## src/rtl/router_pkg.sv

```systemverilog
// Shared constants and types for the router destination synchroniser.
package router_pkg;
  localparam int ROUTER_PORTS_DEFAULT       = 3;
  localparam int SOFT_RESET_TIMEOUT_DEFAULT = 30;
  localparam int STAT_W                     = 8;

  // Default-width per-port flag vector; the top builds its own from NUM_PORTS.
  typedef logic [ROUTER_PORTS_DEFAULT-1:0] port_vec_t;
endpackage

```

## src/rtl/router_sync_wdog.sv

```systemverilog
// Per-port read-starvation watchdog: counts consecutive idle cycles (valid data
// not being read) and emits a one-cycle soft_reset every TIMEOUT idle cycles.
// Optional per-port pulse counter when ROUTER_SYNC_STATS_EN is defined.
module router_sync_wdog
  import router_pkg::*;
#(
  parameter int TIMEOUT = SOFT_RESET_TIMEOUT_DEFAULT
) (
  input  logic              clock,
  input  logic              resetn,
  input  logic              idle,
`ifdef ROUTER_SYNC_STATS_EN
  input  logic              stats_clr,
  output logic [STAT_W-1:0] sr_count,
`endif
  output logic              soft_reset
);
  localparam int            CW   = $clog2(TIMEOUT);
  localparam logic [CW-1:0] CMAX = CW'(TIMEOUT - 1);

  logic [CW-1:0] cnt;
  logic          fire;

  assign fire = idle && (cnt == CMAX);

  // Idle-run counter; wraps to zero on the cycle it fires the pulse.
  always_ff @(posedge clock) begin
    if (!resetn) begin
      cnt        <= '0;
      soft_reset <= 1'b0;
    end else if (!idle) begin
      cnt        <= '0;
      soft_reset <= 1'b0;
    end else if (fire) begin
      cnt        <= '0;
      soft_reset <= 1'b1;
    end else begin
      cnt        <= cnt + 1'b1;
      soft_reset <= 1'b0;
    end
  end

`ifdef ROUTER_SYNC_STATS_EN
  // Saturating pulse counter; clear wins over a coincident pulse.
  always_ff @(posedge clock) begin
    if (!resetn || stats_clr)
      sr_count <= '0;
    else if (fire && (sr_count != '1))
      sr_count <= sr_count + 1'b1;
  end
`endif
endmodule

```

## src/rtl/router_sync_n.sv

```systemverilog
// Router destination synchroniser: latches the header destination, steers the
// FSM write strobe to one FIFO, returns that FIFO's full flag, drives per-port
// valid and runs a starvation watchdog per port.
// Optional build macro: ROUTER_SYNC_STATS_EN adds stats_clr / sr_count.
module router_sync_n
  import router_pkg::*;
#(
  parameter int NUM_PORTS = ROUTER_PORTS_DEFAULT,
  parameter int ADDR_W    = $clog2(NUM_PORTS),
  parameter int TIMEOUT   = SOFT_RESET_TIMEOUT_DEFAULT
) (
  input  logic                        clock,
  input  logic                        resetn,
  input  logic                        detect_add,
  input  logic [ADDR_W-1:0]           data_in,
  input  logic                        write_enb_reg,
  input  logic [NUM_PORTS-1:0]        read_enb,
  input  logic [NUM_PORTS-1:0]        empty,
  input  logic [NUM_PORTS-1:0]        full,
`ifdef ROUTER_SYNC_STATS_EN
  input  logic                        stats_clr,
  output logic [NUM_PORTS*STAT_W-1:0] sr_count,
`endif
  output logic [NUM_PORTS-1:0]        vld_out,
  output logic [NUM_PORTS-1:0]        write_enb,
  output logic                        fifo_full,
  output logic                        addr_err,
  output logic [NUM_PORTS-1:0]        soft_reset
);
  typedef logic [NUM_PORTS-1:0] pvec_t;

  // One extra bit so NUM_PORTS itself is representable for the legality compare.
  localparam logic [ADDR_W:0] NP_W = (ADDR_W + 1)'(NUM_PORTS);

  if (NUM_PORTS < 2 || NUM_PORTS > 16) begin : g_bad_ports
    $error("router_sync_n: NUM_PORTS must be 2..16");
  end
  if (TIMEOUT < 2 || TIMEOUT > 1023) begin : g_bad_timeout
    $error("router_sync_n: TIMEOUT must be 2..1023");
  end
  if (ADDR_W < $clog2(NUM_PORTS)) begin : g_bad_addr
    $error("router_sync_n: ADDR_W too narrow for NUM_PORTS");
  end

  logic [ADDR_W-1:0] dest;
  logic              addr_vld;
  logic              addr_ok;
  pvec_t             idle;

  assign addr_ok = ({1'b0, data_in} < NP_W);

  // Destination latch, loaded on the header strobe and held otherwise.
  always_ff @(posedge clock) begin
    if (!resetn) begin
      dest     <= '0;
      addr_vld <= 1'b0;
      addr_err <= 1'b0;
    end else if (detect_add) begin
      dest     <= data_in;
      addr_vld <= addr_ok;
      addr_err <= !addr_ok;
    end
  end

  // Write steering and full reflection use the previously latched destination.
  always_comb begin
    write_enb = '0;
    fifo_full = 1'b0;
    if (addr_vld) begin
      write_enb[dest] = write_enb_reg;
      fifo_full       = full[dest];
    end
  end

  assign vld_out = ~empty;
  assign idle    = vld_out & ~read_enb;

  for (genvar i = 0; i < NUM_PORTS; i++) begin : g_wdog
    router_sync_wdog #(.TIMEOUT(TIMEOUT)) u_wdog (
      .clock      (clock),
      .resetn     (resetn),
      .idle       (idle[i]),
`ifdef ROUTER_SYNC_STATS_EN
      .stats_clr  (stats_clr),
      .sr_count   (sr_count[i*STAT_W +: STAT_W]),
`endif
      .soft_reset (soft_reset[i])
    );
  end
endmodule

```

## config.mk

```make
export PLATFORM = sky130hd
export DESIGN_NAME = router_sync_n
export DESIGN_NICKNAME = d
export VERILOG_FILES = /design/src/rtl/router_pkg.sv /design/src/rtl/router_sync_wdog.sv /design/src/rtl/router_sync_n.sv
export SDC_FILE = /design/constraint.sdc
export NUM_CORES = 1
export LEC_CHECK = 0
export CAP_MARGIN = 10
export CORE_MARGIN = 5
export CORE_UTILIZATION = 41
export CTS_CLUSTER_DIAMETER = 60
export DETAILED_ROUTE_END_ITERATION = 12
export PLACE_DENSITY = 0.73
export SYNTH_ARGS = -nofsm -noshare
export SYNTH_HDL_FRONTEND = slang
export SYNTH_HIERARCHICAL = 1
export SYNTH_SLANG_ARGS = --single-unit
```

## constraint.sdc

```tcl
create_clock -name clock -period 0.9 [get_ports clock]
set_input_delay 0.18 -clock clock [delete_from_list [all_inputs] [get_ports clock]]
set_output_delay 0.18 -clock clock [all_outputs]
set_load 0.005 [all_outputs]
```

==> impl_metrics.yaml, run 1 <==
routing:
  routedWlPerCell_um: 12.2
  drc: 0
  dr_total_vias: 762
  ant_nets: 0
  totalWireLength_mm: 1.99
  drt_iter0_drc: 15
  dr.pass1.iters: 4
  viasPerCell: 4.67
status:
  status: "finished, violations left"
  violations: "setup timing"
timing:
  setup_viol: 24
  slew-limit-headroom_pct: 86.1
  finalSetupTns_ns: -2.82
  fin_ws_ns: -0.495
  final.min_clock_period_ns: 1.39
  finalCritPeriodShare_pct: 155
  fin_skew_ns: 0.00805
  rsz0062_at_grt: "true"
  final_max_slew_viol_count: 0
  worstMarginPinSlew_ns: 0.208
  fmax_mhz: 717
  finalHoldViolCount: 0
setup_path:
  startpoint: "dest[0]"
  crit_arrival_ns: 1.21
  cp-start-kind: "register"
  path_class: "reg2out"
  r2r_slack_ns: -0.11
  required_ns: 0.72
  critPathCaptureType: "output port"
  ff2ff_path_depth: 5
  path_max_fanout: 5
  r2r_start: "g_wdog[0].u_wdog/cnt[1]"
cells_and_area:
  fin_cells: 163
  layout-drive-gt1-share_pct: 41.5
  nNetsFinal: 158
  antenna_cells: 0
  fin_area_um2: 1380
  area_growth_pct: 53.3
synthesis:
  ys_ff_latch: 22
  yosysMostFrequentCell: "dfxtp_1"
  ys_seq_area_share_pct: 49.0
  synth_top_family_by_area: "simple AND/OR/NAND/NOR gates"
  synth-adder-area-share_pct: 8.34
  synth-main-ff-cell: "dfxtp_1"
  syn_inst: 95
  synth_area_leaders: "dfxtp_1 (49%), nor2_1 (8.8%), ha_1 (8.3%)"
  synth_xor_area_share_pct: 8.76
  ys_warn_count: 6
  synth_top_cell_area_share_pct: 49.0
  synth_top_cell_by_area: "dfxtp_1"
  synth_edf_count: 0
  synthSimpleGateAreaFrac_pct: 25.6
  avgSynthCellArea_um2: 9.47
  synth.area.mux_share_pct: 3.34
  synth_cell_type_count: 20
  netlist_area_um2: 900
  synth_compound_area_share_pct: 2.50
  async_reset_ff_share_pct: 0
  yosys-top-cells-count: "dfxtp_1 (22), nor2_1 (21), nand3_1 (7)"
  synth_nets: 116
power:
  ir_drop_v: 0.000848
  powerDensity_nw_per_um2: 1170
  internal_power_w: 0.00126
  p_sw_w: 0.000357
  leakage_nw: 0.560
  power_frac_seq_pct: 62.5
  combPwrFrac_pct: 11.8
  p_sw_share_pct: 22.1
  power_frac_clock_pct: 25.7
placed_design:
  place_hpwl_mm: 1.47
  post-place-ws_ns: -0.728
  placed_area_um2: 1280
  port_buffers: 25
  dp.cells: 159
  routabilityCongestion: 0.805
floorplan:
  fp-row-count: 17
  dieArea_um2: 3230
  die_w_um: 56.8
  io-pin-count: 26
  start_util_pct: 41.9
  fp.dieH_um: 56.8
  coreArea_um2: 2150
cts:
  cts.path.max_buffers: 2
  worstSkewPairLatency_ns: 0.30
  clockRootBuffer: "clkbuf_4"
  cts-buffers-inserted: 3
  cts_tree: "built"
  cts_max_level: 1
  cts_sinks: 22
  clk_pin_slew_ns: 0.11
run:
  max-cap-violations: 0
grt:
  grt_overflow: 0
  grt_pass1_vias: 739
  antenna_found_initial: 0
  grt_use_total_pct: 13.3
  grt_pass1_wl_mm: 3.33
  grt_max_degree: 12
hold_path:
  hold_class: "in2reg"
  hold_start: "empty[1]"
  hold_depth: 4
==> power groups by stage <==
stage / Combinational [W] / Clock, W / Sequential (W)
4_1_cts: 0.000185 / 0.000441 / 0.00101
3_3_place_gp: 0.000186 / 0 / 0.00103
5_1_grt: 0.000210 / 0.000477 / 0.00101
2_1_floorplan: 0.0000567 / 0 / 0.00103
3_5_place_dp: 0.000191 / 0 / 0.00103
6_report: 0.000190 / 0.000416 / 0.00101
==> cells by family after synthesis <==
family          after synthesis
simple gates                 46
flops                        22
xor+xnor                      9
buf+inv                       6
fa+ha+maj                     6
compound gates                3
mux                           3
==> cell usage in the layout, fill, tap and decap left out, types with 4 or more instances in the layout <==
cell type         n
nand3_1           6
dfxtp_4           4
buf_4            11
dfxtp_2           6
xor2_1            6
buf_2             9
dlygate4sd2_1     5
dfxtp_1          12
nor2_1           17
ha_4              4
nand3_2           4
clkdlybuf4s50_1   9
==> layout make-up <==
cell class / instances / area, um^2
Fill cell: 178 / 769
Multi-Input combinational cell: 67 / 538
Sequential cell: 22 / 463
Timing Repair Buffer: 37 / 295
Tap cell: 28 / 35.0
Inverter: 6 / 25.0
Clock buffer: 3 / 22.5
==> critical path, cell delays in order, from the launching register on <==
cell and delay, ns:
dfxtp_4 0.39, mux2i_2 0.21, o21ai_1 0.07, and2_1 0.13, buf_2 0.12
==> layer usage <==
layer / wire length, um / GRT usage, %
met1: 821 / 14.1
met2: 1050 / 23.3
met3: 103 / 4.83
met4: 17 / 5.96
met5: 0 / 0
==> final timing paths <==
kind	end
setup reg to reg	g_wdog[0].u_wdog/cnt[2]
hold / removal	g_wdog[1].u_wdog/soft_reset
hold reg to reg	addr_err
setup / recovery	fifo_full
==> per-stage QoR <==
step	util, %	power, W	hold slack (ns)
global placement	59.6	0.00122	0.468
detailed placement	59.6	0.00122	0.475
floorplan	-	0.00109	0.301
CTS	61.9	0.00164	0.264
global route	64.2	0.00170	0.292
finish	64.2	0.00162	0.281
==> timing repair <==
action	in CTS	in global routing
endpoints found under the setup margin	29	28
buffers inserted	0	1
cloned	0	0
pin swaps	19	5
gates resized for setup	66	12
hold buffers	0	0
endpoints found under the hold margin	0	0
==> sequential cells by signal, indices dropped and copies added (netlist names) <==
signal and flops:
addr_vld 1, dest 2, g_wdog.u_wdog/cnt 15, addr_err 1
g_wdog.u_wdog/soft_reset 3
Power figures use the tool's default switching activity.
==> run 2: changes to the inputs <==
Settings changed: CORE_UTILIZATION 41 to 45, PLACE_DENSITY 0.73 to 0.76.
Clock period 0.9 ns to 1.6 ns, I/O delays scaled along.
==> impl_metrics.yaml, run 2 (same netlist as run 1, synthesis figures left out) <==
status:
  status: "finished clean"
cts:
  cts-buffers-inserted: 3
  cts_sinks: 22
  clockRootBuffer: "clkbuf_4"
  cts_tree: "built"
  worstSkewPairLatency_ns: 0.29
  cts.path.max_buffers: 2
  clk_pin_slew_ns: 0.11
  hold_buffers: 0
  cts_max_level: 1
power:
  combPwrFrac_pct: 10.5
  leakage_nw: 0.482
  ir_drop_v: 0.000510
  power_frac_clock_pct: 26.6
  p_sw_w: 0.000199
  total_power_w: 0.000902
  power_frac_seq_pct: 62.9
  powerDensity_nw_per_um2: 742
  p_sw_share_pct: 22.0
  internal_power_w: 0.000703
placed_design:
  port_buffers: 25
  post-place-ws_ns: -0.377
  place_hpwl_mm: 1.35
  routabilityCongestion: 0.757
  dp.cells: 148
timing:
  rsz0062_at_grt: "false"
  finalSetupTns_ns: 0
  worstMarginPinSlew_ns: 0.407
  fmax_mhz: 646
  setup_viol: 0
  slew-limit-headroom_pct: 72.8
  final.min_clock_period_ns: 1.55
  finalCritPeriodShare_pct: 96.8
  final_max_slew_viol_count: 0
  finalHoldViolCount: 0
  fin_ws_ns: 0.0510
  fin_skew_ns: 0.00352
floorplan:
  dieArea_um2: 2990
  coreArea_um2: 1940
  fp.dieH_um: 54.7
  io-pin-count: 26
  fp-row-count: 16
  die_w_um: 54.7
  start_util_pct: 46.3
cells_and_area:
  nNetsFinal: 148
  layout_common_cells: "nor2_1 (21), dfxtp_1 (20), clkdlybuf4s50_1 (18), nand3_1 (7)"
  area_growth_pct: 35.0
  largest_reg_flops: 15
  reg_top3: "g_wdog.u_wdog/cnt x15, g_wdog.u_wdog/soft_reset x3, dest x2"
  fill_cells: 183
  fin_util_pct: 62.6
  final_common_cell: "nor2_1"
  largest_register: "g_wdog.u_wdog/cnt"
  layout-drive-gt1-share_pct: 13.6
  fin_cells: 152
  antenna_cells: 0
routing:
  dr_total_vias: 739
  routedWlPerCell_um: 11.4
  ant_nets: 0
  dr.pass1.iters: 4
  totalWireLength_mm: 1.73
  drc: 0
  viasPerCell: 4.86
  drt_iter0_drc: 9
setup_path:
  critPathCaptureType: "output port"
  cp-start-kind: "input pin"
  path_max_fanout: 3
  path_class: "in2out"
  crit_arrival_ns: 1.23
  required_ns: 1.28
grt:
  grt_overflow: 0
  antenna_found_initial: 0
  grt_pass1_wl_mm: 2.77
  grt_pass1_vias: 664
  grt_use_total_pct: 12.9
  grt_max_degree: 12
run:
  max-cap-violations: 0
hold_path:
  hold_class: "reg2reg"
==> run 2: changes by cell type in the layout (fill, tap and decap cells not counted), moves of 3 or more <==
cell             before  now
dfxtp_4               4    1
ha_4                  4    0
inv_1                 3    6
nor2_1               17   21
buf_4                11    2
dfxtp_2               6    1
dfxtp_1              12   20
ha_1                  0    6
buf_2                 9    2
nor2_2                3    0
clkdlybuf4s50_1       9   18
==> run 2: power by group through the flow <==
stage / logic (W) / clock network (W) / registers, W
floorplan: 0.0000317 / 0 / 0.000578
global placement: 0.0000938 / 0 / 0.000579
detailed placement: 0.0000967 / 0 / 0.000580
CTS: 0.0000961 / 0.000248 / 0.000567
global route: 0.000104 / 0.000275 / 0.000569
finish: 0.0000946 / 0.000240 / 0.000567
==> run 2: final timing paths <==
| path | start | to | slack [ns] | cells past startpoint |
|---|---|---|---|---|
| worst max-delay path | write_enb_reg | write_enb[1] | 0.05 | 4 |
| worst min-delay path | g_wdog[2].u_wdog/cnt[0] | g_wdog[2].u_wdog/cnt[0] | 0.48 | 1 |
| worst max register to register | g_wdog[2].u_wdog/cnt[1] | g_wdog[2].u_wdog/cnt[2] | 0.57 | 5 |
| worst min register to register | g_wdog[2].u_wdog/cnt[0] | g_wdog[2].u_wdog/cnt[0] | 0.48 | 1 |
==> run 2: per-layer routing <==
metal  vias up  global-route usage [%]  wire (um)
met4         0                    6.22          8
met3         2                    4.36        156
met2        19                    22.0        838
met1       344                    14.2        728
li1        374                       -          -
met5         -                       0          0
==> run 2: layout make-up <==
cell class,instances,area (um^2),area share (%)
inverter,6,22.5,1.85
multi-input combinational,67,449,37.0
timing repair buffer,27,241,19.9
tap,27,33.8,2.78
sequential,22,445,36.7
clock buffer,3,22.5,1.85
==> run 2: repair_timing <==
item / in CTS / in global routing
pin swaps: 1 / 2
resized for setup: 15 / 8
endpoints found under the setup margin: 7 / 4
setup buffers: 1 / 0
==> run 2: critical path, cell delays in order <==
cell and delay, ns:
clkdlybuf4s50_1 0.48, nand2_2 0.08, nor3b_2 0.20, buf_2 0.15
==> run 2: per-stage QoR <==
stage                     hold WS, ns  cell area [um^2]
after floorplan                 0.434               900
after global placement          0.447              1190
after detailed placement        0.460              1190
after CTS                       0.487              1230
after global routing            0.507              1210
final                           0.480              1210
==> run 3: changes to the inputs <==
Settings changed: MAX_ROUTING_LAYER from default to met4.
==> impl_metrics.yaml, run 3 (same netlist as run 1, synthesis figures left out) <==
floorplan:
  dieArea_um2: 2990
  io-pin-count: 26
  die_w_um: 54.7
  start_util_pct: 46.3
  coreArea_um2: 1940
  fp.dieH_um: 54.7
  fp-row-count: 16
cells_and_area:
  layout-drive-gt1-share_pct: 13.6
  nNetsFinal: 148
  final_common_cell: "nor2_1"
  area_growth_pct: 35.0
  reg_top3: "g_wdog.u_wdog/cnt x15, g_wdog.u_wdog/soft_reset x3, dest x2"
  largest_register: "g_wdog.u_wdog/cnt"
  largest_reg_flops: 15
  fill_cells: 183
  layout_common_cells: "nor2_1 (21), dfxtp_1 (20), clkdlybuf4s50_1 (18), nand3_1 (7)"
  antenna_cells: 0
routing:
  dr.pass1.iters: 4
  drc: 0
  ant_nets: 0
  dr_total_vias: 739
  viasPerCell: 4.86
  totalWireLength_mm: 1.73
  routedWlPerCell_um: 11.4
  drt_iter0_drc: 9
placed_design:
  routabilityCongestion: 0.767
  place_hpwl_mm: 1.35
  port_buffers: 25
  post-place-ws_ns: -0.377
power:
  ir_drop_v: 0.000510
  leakage_nw: 0.482
  powerDensity_nw_per_um2: 742
setup_path:
  regToRegEndpoint: "g_wdog[2].u_wdog/cnt[2]"
  required_ns: 1.28
  cp_slowest_stage_delay_ns: 0.48
  r2r_slack_ns: 0.57
  ff2ff_path_depth: 5
  critPathCaptureType: "output port"
  path_class: "in2out"
  crit_arrival_ns: 1.23
  worst-path-buf-inv: 2
  crit_slowest_cell: "clkdlybuf4s50_1"
  path_max_fanout: 3
  cp-start-kind: "input pin"
  path_cells: "clkdlybuf4s50_1 > nand2_2 > nor3b_2 > buf_2"
  r2r_start: "g_wdog[2].u_wdog/cnt[1]"
  crit_family: "buffers and inverters"
grt:
  grt_use_total_pct: 13.3
  grt_overflow: 0
  grt_pass1_vias: 663
  grt_pass1_wl_mm: 2.78
  grt_max_degree: 12
  antenna_found_initial: 0
cts:
  cts_tree: "built"
  clockRootBuffer: "clkbuf_4"
  cts_sinks: 22
  clk_pin_slew_ns: 0.11
  cts-buffers-inserted: 3
  cts_max_level: 1
  worstSkewPairLatency_ns: 0.30
  cts.path.max_buffers: 2
  hold_buffers: 0
timing:
  rsz0062_at_grt: "false"
  finalSetupTns_ns: 0
  fin_ws_ns: 0.0510
  fmax_mhz: 646
  finalHoldViolCount: 0
  finalCritPeriodShare_pct: 96.8
  final.min_clock_period_ns: 1.55
  final_max_slew_viol_count: 0
  setup_viol: 0
  worstMarginPinSlew_ns: 0.407
  slew-limit-headroom_pct: 72.8
  fin_skew_ns: 0.00353
  whs_ns: 0.480
hold_path:
  hold_start: "g_wdog[2].u_wdog/cnt[0]"
  hold_depth: 1
  hold_class: "reg2reg"
  hold_path_end: "g_wdog[2].u_wdog/cnt[0]"
run:
  max-cap-violations: 0
status:
  status: "finished clean"
-- run 3: cell counts in the layout (fill, tap and decap cells not counted) --
Identical to the previous run, type by type.
-- run 3: repair_timing --
action,in CTS,in global routing
setup buffers,1,0
resized for setup,15,8
endpoints found under the setup margin,7,4
gates cloned,0,0
pin swaps,1,2
-- run 3: worst register-to-register path, cell delays in order (launching register included) --
cell	delay, ns
dfxtp_1	0.38
inv_1	0.05
ha_1	0.17
nand4_1	0.12
nand3_2	0.14
nor2_1	0.13
-- run 3: stage by stage --
stage / utilization [%] / std cells / power [W] / instance area, um^2
2_1_floorplan: - / 95 / 0.000609 / 900
3_3_place_gp: 61.3 / 148 / 0.000673 / 1190
3_5_place_dp: 61.3 / 148 / 0.000677 / 1190
4_1_cts: 63.2 / 152 / 0.000910 / 1230
5_1_grt: 62.6 / 152 / 0.000949 / 1210
6_report: 62.6 / 152 / 0.000902 / 1210
-- run 3: worst max-delay path by stage --
| stage | start | endpoint | depth (start not counted) |
|---|---|---|---|
| after floorplan | dest[0] | fifo_full | 3 |
| after global placement | full[1] | fifo_full | 5 |
| after detailed placement | write_enb_reg | write_enb[1] | 4 |
| after CTS | write_enb_reg | write_enb[2] | 4 |
| after global routing | write_enb_reg | write_enb[1] | 4 |
| final | write_enb_reg | write_enb[1] | 4 |
-- run 3: where the power goes --
group | total, W | switching (W) | internal (W)
registers | 0.000567 | 0.0000101 | 0.000557
clock network | 0.000240 | 0.000153 | 0.0000876
logic | 0.0000946 | 0.0000360 | 0.0000586
total | 0.000902 | 0.000199 | 0.000703
-- run 3: per-layer routing --
layer  routed length [um]  GRT usage, %  part of all wire, %
met5                    0             -                    0
met4                    8          6.22                 0.46
met3                  152          4.36                  8.8
met2                  838          22.0                   48
met1                  733          14.2                   42
-- run 3: layout make-up --
type                    instances  area (um^2)  area share [%]
multi-input cells              67          449            37.0
flip-flops and latches         22          445            36.7
repair buffers                 27          241            19.9
well taps                      27         33.8            2.78
clock buffers                   3         22.5            1.85
inverters                       6         22.5            1.85
